`config.mk`:
```
export PLATFORM = sky130hd
export DESIGN_NAME = gcd_param_flat
export DESIGN_NICKNAME = d
export VERILOG_FILES = /design/src/rtl/gcd_param_if.sv /design/src/rtl/gcd_param.sv /design/src/flat_wrapper.sv
export SDC_FILE = /design/constraint.sdc
export NUM_CORES = 1
export LEC_CHECK = 0
export ABC_AREA = 1
export BUFFER_PORTS_ARGS = -buffer_cell sky130_fd_sc_hd__buf_2
export CELL_PAD_IN_SITES_DETAIL_PLACEMENT = 1
export CELL_PAD_IN_SITES_GLOBAL_PLACEMENT = 1
export CORE_ASPECT_RATIO = 0.5
export CORE_MARGIN = 2
export CORE_UTILIZATION = 39
export CTS_CLUSTER_SIZE = 12
export DETAILED_ROUTE_END_ITERATION = 10
export PLACE_DENSITY = 0.82
export SLEW_MARGIN = 20
export SYNTH_ARGS = -nofsm -noshare
export SYNTH_HDL_FRONTEND = slang
export SYNTH_SLANG_ARGS = --single-unit
```
`constraint.sdc`:
```
create_clock -name clk -period 1.8 [get_ports clk]
set_input_delay 0.36 -clock clk [delete_from_list [all_inputs] [get_ports clk]]
set_output_delay 0.36 -clock clk [all_outputs]
set_load 0.03 [all_outputs]
```
`src/rtl/gcd_param_if.sv`:
```
// Go/done handshake bundle for the gcd_param coprocessor.
// The master drives operands and go; the slave returns status and results.
interface gcd_param_if #(
  parameter int WIDTH = 8,
  parameter int CNT_W = 16
);
  logic             go;
  logic [WIDTH-1:0] xin;
  logic [WIDTH-1:0] yin;
  logic             ready;
  logic             done;
  logic [WIDTH-1:0] gcd_out;
  logic [CNT_W-1:0] iter_cnt;
  logic             zero_flag;

  modport master (
    output go, xin, yin,
    input  ready, done, gcd_out, iter_cnt, zero_flag
  );

  modport slave (
    input  go, xin, yin,
    output ready, done, gcd_out, iter_cnt, zero_flag
  );
endinterface

```
`src/rtl/gcd_param.sv`:
```
// Iterative GCD coprocessor: subtractive Euclid (ALGO=0) or binary Stein (ALGO=1),
// one step per clock, with a saturating cycle counter and zero-operand shortcut.
module gcd_param #(
  parameter int WIDTH = 8,
  parameter int ALGO  = 0,
  parameter int CNT_W = 16
) (
  input  logic        clk,
  input  logic        clr_n,
  gcd_param_if.slave  bus
);
  localparam int K_W = $clog2(WIDTH) + 1;

  typedef enum logic [1:0] {IDLE, CALC, DONE} state_t;

  state_t           state;
  logic [WIDTH-1:0] x;
  logic [WIDTH-1:0] y;
  logic [K_W-1:0]   k;
  logic [CNT_W-1:0] cnt;
  logic             ready_r;
  logic             done_r;
  logic [WIDTH-1:0] gcd_r;
  logic [CNT_W-1:0] iter_r;
  logic             zero_r;

  function automatic logic [CNT_W-1:0] sat_inc(input logic [CNT_W-1:0] v);
    return (&v) ? v : v + CNT_W'(1);
  endfunction

  always_ff @(posedge clk or negedge clr_n) begin
    if (!clr_n) begin
      state   <= IDLE;
      ready_r <= 1'b1;
      done_r  <= 1'b0;
      gcd_r   <= '0;
      iter_r  <= '0;
      zero_r  <= 1'b0;
      x       <= '0;
      y       <= '0;
      k       <= '0;
      cnt     <= '0;
    end else begin
      done_r <= 1'b0;
      case (state)
        IDLE: begin
          if (bus.go) begin
            x       <= bus.xin;
            y       <= bus.yin;
            k       <= '0;
            cnt     <= '0;
            ready_r <= 1'b0;
            if ((bus.xin == '0) || (bus.yin == '0)) begin
              state  <= DONE;
              done_r <= 1'b1;
              gcd_r  <= bus.xin | bus.yin;
              iter_r <= '0;
              zero_r <= (bus.xin == '0) && (bus.yin == '0);
            end else begin
              state <= CALC;
            end
          end
        end
        CALC: begin
          cnt <= sat_inc(cnt);
          if (x == y) begin
            state  <= DONE;
            done_r <= 1'b1;
            gcd_r  <= (ALGO == 1) ? (x << k) : x;
            iter_r <= sat_inc(cnt);
            zero_r <= 1'b0;
          end else if (ALGO == 1) begin
            // Stein: strip common twos into k, then odd-only factors, then subtract
            if (!x[0] && !y[0]) begin
              x <= x >> 1;
              y <= y >> 1;
              k <= k + K_W'(1);
            end else if (!x[0]) begin
              x <= x >> 1;
            end else if (!y[0]) begin
              y <= y >> 1;
            end else if (x > y) begin
              x <= x - y;
            end else begin
              y <= y - x;
            end
          end else begin
            if (x > y) x <= x - y;
            else       y <= y - x;
          end
        end
        DONE: begin
          state   <= IDLE;
          ready_r <= 1'b1;
        end
        default: begin
          state   <= IDLE;
          ready_r <= 1'b1;
        end
      endcase
    end
  end

  assign bus.ready     = ready_r;
  assign bus.done      = done_r;
  assign bus.gcd_out   = gcd_r;
  assign bus.iter_cnt  = iter_r;
  assign bus.zero_flag = zero_r;
endmodule

```
`src/flat_wrapper.sv`:
```
// flat-port wrapper written by rule: the top's interface ports become plain ports
module gcd_param_flat 
#(
  parameter int WIDTH = 8,
  parameter int ALGO  = 0,
  parameter int CNT_W = 16
)
  (clk, clr_n, bus_go, bus_xin, bus_yin, bus_ready, bus_done, bus_gcd_out, bus_iter_cnt, bus_zero_flag);
  gcd_param_if #(.WIDTH(WIDTH), .CNT_W(CNT_W)) bus_i ();
  input  logic clk;
  input  logic clr_n;
  input wire logic [$bits(bus_i.go)-1:0] bus_go;
  input wire logic [$bits(bus_i.xin)-1:0] bus_xin;
  input wire logic [$bits(bus_i.yin)-1:0] bus_yin;
  output wire logic [$bits(bus_i.ready)-1:0] bus_ready;
  output wire logic [$bits(bus_i.done)-1:0] bus_done;
  output wire logic [$bits(bus_i.gcd_out)-1:0] bus_gcd_out;
  output wire logic [$bits(bus_i.iter_cnt)-1:0] bus_iter_cnt;
  output wire logic [$bits(bus_i.zero_flag)-1:0] bus_zero_flag;
  assign bus_i.go = bus_go;
  assign bus_i.xin = bus_xin;
  assign bus_i.yin = bus_yin;
  assign bus_ready = bus_i.ready;
  assign bus_done = bus_i.done;
  assign bus_gcd_out = bus_i.gcd_out;
  assign bus_iter_cnt = bus_i.iter_cnt;
  assign bus_zero_flag = bus_i.zero_flag;
  gcd_param #(.WIDTH(WIDTH), .ALGO(ALGO), .CNT_W(CNT_W)) u_core (.clk(clk), .clr_n(clr_n), .bus(bus_i));
endmodule
```
=== Word-level counts from Yosys, hierarchy flattened ===
Index checks and enable logic that the tools add are counted.

* Register bits: 61
* Bits of input ports: 19
* Output and inout bits: 27
* Logic and storage cells: 69

* Bitwise logic cells: 2
* Add/subtract/negate cells: 3
* Mux-type cells: 33
* Equality and inequality tests: 8
* Reductions and logical operators: 13
* $lt $le $gt $ge: 1

{| class="wikitable"
|+ Operator list
! operator !! count
|-
| $mux 16 || 5
|-
| $mux 8 || 9
|-
| $pmux 16 s2 || 2
|-
| $pmux 8 s2 || 3
|-
| $add 16x1->16 const B || 1
|-
| $logic_not 8->1 || 2
|-
| $reduce_and 16->1 || 1
|-
| $sub 8x8->8 || 2
|-
| $reduce_and 4->1 || 3
|-
| $eq 8x8->1 || 1
|-
| $gt 8x8->1 || 1
|-
| $or 8x8->8 || 1
|-
| $mux 1 || 7
|-
| $mux 2 || 3
|-
| $ne 2x1->1 const B || 3
|-
| $ne 2x2->1 const B || 3
|-
| $pmux 1 s2 || 3
|-
| $reduce_and 2->1 || 3
|-
| $pmux 2 s2 || 1
|-
| $eq 2x1->1 const B || 1
|-
| $logic_not 2->1 || 1
|-
| $reduce_bool 2->1 || 1
|-
| $logic_and 1x1->1 || 1
|-
| $logic_or 1x1->1 || 1
|-
| $not 1->1 || 1
|}

=== Longest topological paths before layout ===
Gate-level depths: netlist of the first run.

* Word-level depth: 5
* Mapped depth: 13
* Gate-level depth less buffers: 13

=== Worst setup path before layout of the first run ===
Ideal clock, no wire load.

* Kind: register -> register
* Start point: reg u_core.y[0]
* End point: reg u_core.x[0]
* Library setup time: 74 ps
* Data required time: 1,726 ps
* Arrival: 1,668 ps
* Buffers on the path: 1
* Path slack: 58 ps
* Clock period less this slack: 1,742 ps
* Cell stages (with the launch flop): 11
* Cells stage by stage: dfrtp_1 ha_1 fa_1 o21ai_2 nand2_1 nand2_1 nand2_4 nand2_4 buf_6 nand2_1 o21ai_2

* Cells in the longest elaborated chain, start to end: 4
* Elaborated cells between the ends (all ways): 9
* Classes of those cells: 1 x add/sub; 1 x order compare; 3 x eq/ne; 3 x mux; 1 x reduce/logical

{| class="wikitable"
|+ Ends and longest elaborated chain
! element !! line !! source
|-
| from (decl) || gcd_param.sv:18 || <nowiki>logic [WIDTH-1:0] y;</nowiki>
|-
| from (signal assigned) || gcd_param.sv:49 || <nowiki>y <= bus.yin;</nowiki>
|-
| from (signal assigned) || gcd_param.sv:76 || <nowiki>y <= y >> 1;</nowiki>
|-
| from (signal assigned) || gcd_param.sv:81 || <nowiki>y <= y >> 1;</nowiki>
|-
| $sub 8x8->8 || gcd_param.sv:88 || <nowiki>if (x > y) x <= x - y;</nowiki>
|-
| $mux 8 || gcd_param.sv:88 ||
|-
| $mux 8 || gcd_param.sv:66 || <nowiki>if (x == y) begin</nowiki>
|-
| $pmux 8 s2 || gcd_param.sv:45 || <nowiki>case (state)</nowiki>
|-
| to (signal assigned) || gcd_param.sv:48 || <nowiki>x <= bus.xin;</nowiki>
|-
| to (signal assigned) || gcd_param.sv:75 || <nowiki>x <= x >> 1;</nowiki>
|-
| to (signal assigned) || gcd_param.sv:88 ||
|-
| to (decl) || gcd_param.sv:17 || <nowiki>logic [WIDTH-1:0] x;</nowiki>
|}

Parallel ways exist; a longest one is shown, timed or not. The select of a mux whose other input is x is not followed.
A chain may end at the register's enable or synchronous reset.

=== Worst setup path after layout of the first run ===
* Start point: reg u_core.x[0]
* End point: reg u_core.y[0]

* Cells in the longest elaborated chain, start to end: 4
* Elaborated cells between the ends (all ways): 9
* Classes of those cells: 1 x add/sub; 1 x order compare; 3 x eq/ne; 3 x mux; 1 x reduce/logical

{| class="wikitable"
|+ Ends and longest elaborated chain
! element !! line !! source
|-
| from (signal assigned) || gcd_param.sv:48 ||
|-
| from (signal assigned) || gcd_param.sv:75 ||
|-
| from (signal assigned) || gcd_param.sv:79 || <nowiki>x <= x >> 1;</nowiki>
|-
| $sub 8x8->8 || gcd_param.sv:89 || <nowiki>else y <= y - x;</nowiki>
|-
| $mux 8 || gcd_param.sv:88 ||
|-
| $mux 8 || gcd_param.sv:66 ||
|-
| $pmux 8 s2 || gcd_param.sv:45 ||
|-
| to (signal assigned) || gcd_param.sv:49 ||
|-
| to (signal assigned) || gcd_param.sv:85 || <nowiki>y <= y - x;</nowiki>
|-
| to (signal assigned) || gcd_param.sv:89 ||
|}

Parallel ways exist; a longest one is shown, timed or not. The select of a mux whose other input is x is not followed.

==> impl_metrics.ini, run 1 <==
[clocking]
clk_pin_slew_ns = 0.06
cts-buffers-inserted = 9
cts_tree = done
clock-sinks = 61
clock-root-buffer = sky130_fd_sc_hd__clkbuf_16
clock_insertion_delay_at_the_later_pin_of_the_skew_report_ns = 0.34
post_cts_hold_buffer_count = 0
cts.path.max_buffers = 2
cts.htree.levels = 3

[critical_path]
critical_setup_path_kind = flop to flop
rr_worst_depth = 11
cp.required_ns = 2.08
arrival_ns = 2.28
critPathLaunchType = flop
critical_path.max_fanout = 4
r2r_setup_slack_ns = -0.20
crit_end_category = flop
reg2reg_to = u_core.y[0]
worst_r2r_startpoint = u_core.x[0]

[finish]
layout-area-overhead-vs-synth_pct = 36.47
antenna_fix_cells = 0
drive_gt1_share_pct = 37.80
stdcell_area_um2 = 5599
fillCellCount = 1260
finish.net_count = 699
multi_input_comb_area_um2 = 2531
sequential_cell_area_um2 = 1530

[logic_synthesis]
synth_largest_area_cell = sky130_fd_sc_hd__dfrtp_1
syn-mean-instance-area_um2 = 7.274
synth.most_common_cell = sky130_fd_sc_hd__nand2_1
asyncSetResetFlopFracSynth_pct = 100.0
synth_ff_type = sky130_fd_sc_hd__dfrtp_1
top_cells_by_area_in_the_synthesized_netlist = sky130_fd_sc_hd__dfrtp_1, sky130_fd_sc_hd__nand2_1, sky130_fd_sc_hd__inv_1
synth_cells = 564
syn_nets = 601
synth_adder_area_share_pct = 5.855
area_fraction_in_compound_gates_after_synthesis_pct = 10.37
dominant_combinational_cell_family_by_area_after_synthesis = simple AND/OR/NAND/NOR gates
edff_count_synth = 0
synth.cells.most_frequent = sky130_fd_sc_hd__nand2_1, sky130_fd_sc_hd__inv_1, sky130_fd_sc_hd__dfrtp_1, sky130_fd_sc_hd__nor2_1, sky130_fd_sc_hd__nand3_1
ys_types = 33
synth_sequential_area_ratio_pct = 37.24
yosys_register_bits = 61
share_of_synthesized_cell_area_in_and_or_nand_and_nor_gates_pct = 34.92
synthXorXnorAreaFrac_pct = 0.8539
synth-warning-count = 0
syn_area_um2 = 4103
yosysTopAreaCellShare_pct = 36.60
post_synth_mux_area_share_pct = 0

[global_route]
met2_usage_pct = 50.00
largest_net_degree_at_the_start_of_global_routing = 62
initial_antenna_violation_count = 1
first_global_vias = 4707
grt_most_used_layer = met2
groute.usage.overall_pct = 29.04
wire_length_of_the_first_global_routing_pass_um = 25320
gr-usage-met1_pct = 33.99
grt_overflow = 0
global_route.usage.met3_pct = 8.743

[sta]
final_hold_viol_count = 0
fmax_mhz = 499.0
worst-slew-pin-transition_ns = 0.5382
final_critical_path_setup_slack_ns = -0.2041
rsz0062_at_grt = true
clock_skew_ns = 0.009199
final.min_clock_period_ns = 2.004
layout_worst_path_cycle_share_pct = 111.3
slew_headroom_pct = 64.07
drv_slew = 0
fin_worst_hold_slack_ns = 0.009096
timing.final.setup_violations = 42

[floorplanning]
fp-row-count = 26
floorplan.io_pins = 46
die_h_um = 76.53
dieWidth_um = 149.1
initial_core_util_pct = 40.16
floorplan.die_area_um2 = 11410
coreArea_um2 = 10210

[routing]
drc_violations_left = 0
vias = 4572
totalWireLength_um = 18080
routedWlPerCell_um = 22.48
antenna_violating_nets_post_route = 0
post_drt_via_cell_ratio = 5.687
number_of_iterations_in_the_first_detailed_routing_pass = 5
drtIter0Drc = 322

[status]
violations = negative setup slack
status = finished with violations

[placed_design]
port_buffers = 45
dp.final_hpwl_um = 9299
placement.cell_area_um2 = 4763
gp_congestion = 0.8229

[run]
drv_cap = 0

[min_path]
hp-class = input pin to asynchronous set/reset pin
-- how the worst max path moves through the flow --
stage | startpoint | endpoint | cells after the start
finish | u_core.x[0] | u_core.y[0] | 11
global route | u_core.y[5] | u_core.y[6] | 11
CTS | u_core.y[0] | u_core.y[0] | 10
detailed placement | u_core.y[0] | u_core.x[7] | 10
global placement | u_core.y[0] | u_core.x[7] | 10
floorplan | u_core.y[0] | u_core.x[0] | 10
-- worst max-delay path, cell delays in order, from the launching register on --
cell                      delay [ns]
sky130_fd_sc_hd__dfrtp_1        0.40
sky130_fd_sc_hd__inv_2          0.08
sky130_fd_sc_hd__ha_4           0.17
sky130_fd_sc_hd__fa_2           0.37
sky130_fd_sc_hd__o21ai_2        0.21
sky130_fd_sc_hd__nand2_1        0.10
sky130_fd_sc_hd__nand2_2        0.11
sky130_fd_sc_hd__nand2_8        0.10
sky130_fd_sc_hd__nand2_8        0.11
sky130_fd_sc_hd__buf_8          0.14
sky130_fd_sc_hd__nand2_4        0.06
sky130_fd_sc_hd__nand2_4        0.08
-- cell type report --
| cell class | count | share of cell area [%] |
|---|---|---|
| clock buffers | 11 | 4.514 |
| clock inverters | 2 | 0.6257 |
| inverters | 91 | 6.369 |
| multi-input cells | 399 | 45.21 |
| flip-flops and latches | 61 | 27.33 |
| well taps | 140 | 3.128 |
| repair buffers | 100 | 12.83 |
-- routing by layer --
metal | wire (µm) | share of wire, % | up-vias
met5 | 13 | 0.072 | -
met4 | 976 | 5.4 | 2
met3 | 1319 | 7.3 | 94
met2 | 8786 | 49 | 253
met1 | 6978 | 39 | 2276
li1 | - | - | 1947
-- registers in the layout, summed over array words and instances, names as in the netlist --
register	flops
u_core.y	8
u_core.x	8
u_core.bus.zero_flag	1
u_core.bus.done	1
u_core.state	2
u_core.bus.iter_cnt	16
u_core.bus.gcd_out	8
u_core.bus.ready	1
u_core.cnt	16
-- repair_timing --
item,in CTS,in global routing
buffers inserted,9,4
cloned,1,0
setup endpoints to repair,40,47
pin swaps,11,20
resized for setup,37,71
-- metrics by stage --
step	TNS (ns)	worst slack (ns)	cells	util, %
after floorplan	0	0.05834	564	-
after global placement	-0.2311	-0.04803	778	46.63
after detailed placement	-1.073	-0.1387	778	46.63
after CTS	-0.05463	-0.02049	801	51.98
after global routing	-8.016	-0.2497	804	54.81
final	-5.036	-0.2041	804	54.81
-- logic make-up after synthesis --
group,count (synthesis)
AND/OR/NAND/NOR,303
buffers and inverters,105
AO/OA/AOI/OAI,73
flip-flops,61
adder cells (fa/ha/maj),18
XOR/XNOR,4
-- layout by cell type (no fill, tap or decap), types with 3 or more instances in the layout --
master / n
sky130_fd_sc_hd__a21oi_1: 8
sky130_fd_sc_hd__nand4_1: 7
sky130_fd_sc_hd__nor2_2: 3
sky130_fd_sc_hd__ha_4: 8
sky130_fd_sc_hd__ha_1: 8
sky130_fd_sc_hd__nand3_2: 15
sky130_fd_sc_hd__nor2_4: 5
sky130_fd_sc_hd__dfrtp_1: 58
sky130_fd_sc_hd__nand2_2: 45
sky130_fd_sc_hd__o21ai_0: 24
sky130_fd_sc_hd__nor2_1: 31
sky130_fd_sc_hd__nand2_8: 5
sky130_fd_sc_hd__nand2_4: 18
sky130_fd_sc_hd__nand2_1: 144
sky130_fd_sc_hd__inv_2: 10
sky130_fd_sc_hd__nand3_1: 25
sky130_fd_sc_hd__buf_4: 44
sky130_fd_sc_hd__buf_6: 6
sky130_fd_sc_hd__buf_12: 4
sky130_fd_sc_hd__inv_1: 78
sky130_fd_sc_hd__o21ai_2: 17
sky130_fd_sc_hd__o211ai_1: 5
sky130_fd_sc_hd__clkbuf_16: 9
sky130_fd_sc_hd__o21ai_1: 13
sky130_fd_sc_hd__buf_2: 45
Power of run 1 is left out: the tool's default activity adds up to more than one toggle a clock period on the data nets, which glitch-free logic cannot reach.
==> inputs of run 2 (changes only) <==
- SLEW_MARGIN: 20 -> default
- TNS_END_PERCENT: default -> 20
==> run 2 against run 1 <==
  * Clock skew rose by 0.0036 ns
  * Clock-buffer cell count did not move
  * Global-route usage did not move
  * The run still ends with negative setup slack left
  * Worst setup slack got worse by 0.016 ns
  * Wire length fell by 5.5%
  * Largest cell class unchanged
  * Hold slack improved by 0.0014 ns
  * Cell count did not move
  * Critical endpoint is now u_core.y[4]
  * First-iteration DRC count rose by 19%
  * Die area did not move
  * Via count fell by 2.3%
  * Sequential share of layout area rose by 0.30 points
  * Cell area fell by 1.1%
==> impl_metrics.ini, run 2 (synthesis results as in run 1) <==
[placed_design]
gp_congestion = 0.8229
port_buffers = 45
dp.final_hpwl_um = 9299
placement.cell_area_um2 = 4763

[routing]
antenna_violating_nets_post_route = 0
post_drt_via_cell_ratio = 5.555
routedWlPerCell_um = 21.24
totalWireLength_um = 17070
drtIter0Drc = 382
drc_violations_left = 0
number_of_iterations_in_the_first_detailed_routing_pass = 5
vias = 4466

[sta]
final.min_clock_period_ns = 2.020
final_critical_path_setup_slack_ns = -0.2200
slew_headroom_pct = 63.29
final_hold_viol_count = 0
rsz0062_at_grt = true
clock_skew_ns = 0.01277
layout_worst_path_cycle_share_pct = 112.2
worst-slew-pin-transition_ns = 0.5498
fmax_mhz = 495.0
drv_slew = 0
timing.final.setup_violations = 36

[global_route]
first_global_vias = 4707
grt_overflow = 0
initial_antenna_violation_count = 1
wire_length_of_the_first_global_routing_pass_um = 25320
groute.usage.overall_pct = 29.04
largest_net_degree_at_the_start_of_global_routing = 62

[finish]
layout-area-overhead-vs-synth_pct = 35.01
finish.net_count = 699
antenna_fix_cells = 0
mostFrequentLayoutCells = sky130_fd_sc_hd__nand2_1, sky130_fd_sc_hd__inv_1, sky130_fd_sc_hd__dfrtp_1
stdcell_area_um2 = 5539
drive_gt1_share_pct = 37.05
layout_commonest_cell = sky130_fd_sc_hd__nand2_1

[status]
status = finished with violations
violations = negative setup slack

[floorplanning]
die_h_um = 76.53
floorplan.die_area_um2 = 11410
initial_core_util_pct = 40.16
dieWidth_um = 149.1
fp-row-count = 26
floorplan.io_pins = 46
coreArea_um2 = 10210

[clocking]
clk_pin_slew_ns = 0.06
cts.htree.levels = 3
clock_insertion_delay_at_the_later_pin_of_the_skew_report_ns = 0.35
cts_tree = done
cts-buffers-inserted = 9
clock-sinks = 61
clock-root-buffer = sky130_fd_sc_hd__clkbuf_16
cts.path.max_buffers = 2

[critical_path]
critical_path.max_fanout = 5
critPathLaunchType = flop
rr_worst_depth = 10
arrival_ns = 2.30
cp.required_ns = 2.08
crit_end_category = flop
critical_setup_path_kind = flop to flop

[run]
drv_cap = 0

[min_path]
hp-class = input pin to asynchronous set/reset pin
run 2: cell counts in the layout (fill, tap and decap cells not counted):
Identical to the previous run, type by type.
run 2: path summary, 6_finish.rpt:
check / start / to / slack, ns
setup / recovery: u_core.y[3] / u_core.y[4] / -0.22
hold / removal: clr_n / u_core.x[3] / 0.01
setup reg to reg: u_core.y[3] / u_core.y[4] / -0.22
hold reg to reg: u_core.bus.zero_flag / u_core.bus.zero_flag / 0.47
max in group asynchronous: clr_n / u_core.bus.ready / 1.45
min in group clk: bus_xin[3] / u_core.x[3] / 0.43
run 2: area by class of cell:
cell class	instances	area, µm²
clock buffer	11	252.7
clock inverter	2	35.03
fill	1272	4676
inverter	91	351.6
multi-input combinational	399	2476
sequential	61	1530
tap	140	175.2
timing repair buffer	100	718.2
run 2: per-layer routing:
| layer | wire length (µm) | GRT usage, % | up-vias |
|---|---|---|---|
| li1 | - | - | 1948 |
| met1 | 6908 | 33.99 | 2181 |
| met2 | 8213 | 50.00 | 251 |
| met3 | 1145 | 8.743 | 84 |
| met4 | 792 | 11.43 | 2 |
| met5 | 13 | 0 | - |
run 2: worst max-delay path: stages, from the launching register on:
cell                      delay, ns
sky130_fd_sc_hd__dfrtp_1       0.44
sky130_fd_sc_hd__inv_2         0.09
sky130_fd_sc_hd__ha_4          0.27
sky130_fd_sc_hd__buf_4         0.16
sky130_fd_sc_hd__nand2_1       0.07
sky130_fd_sc_hd__nand2_1       0.14
sky130_fd_sc_hd__o21ai_0       0.38
sky130_fd_sc_hd__nand3_1       0.16
sky130_fd_sc_hd__nand2_1       0.14
sky130_fd_sc_hd__nand2_2       0.06
sky130_fd_sc_hd__nand2_1       0.05
run 2: through the flow:
stage          TNS [ns]  utilization (%)  cells  hold slack [ns]  setup WS, ns
2_1_floorplan         0                -    564          0.06441       0.05834
3_3_place_gp    -0.2311            46.63    778           0.3926      -0.04803
3_5_place_dp     -1.073            46.63    778           0.4029       -0.1387
4_1_cts        -0.05463            51.98    801          0.03680      -0.02049
5_1_grt          -5.536            54.23    804          0.04861       -0.2798
6_report         -4.250            54.23    804          0.01048       -0.2200
run 2: repair_timing:
action | 4_1_cts | 5_1_grt
gates resized for setup | 37 | 58
gates cloned | 1 | 0
setup endpoints to repair | 40 | 47
hold buffers | 0 | 0
setup buffers | 9 | 3
pin swaps | 11 | 17
Power of run 2 is left out for the same reason.
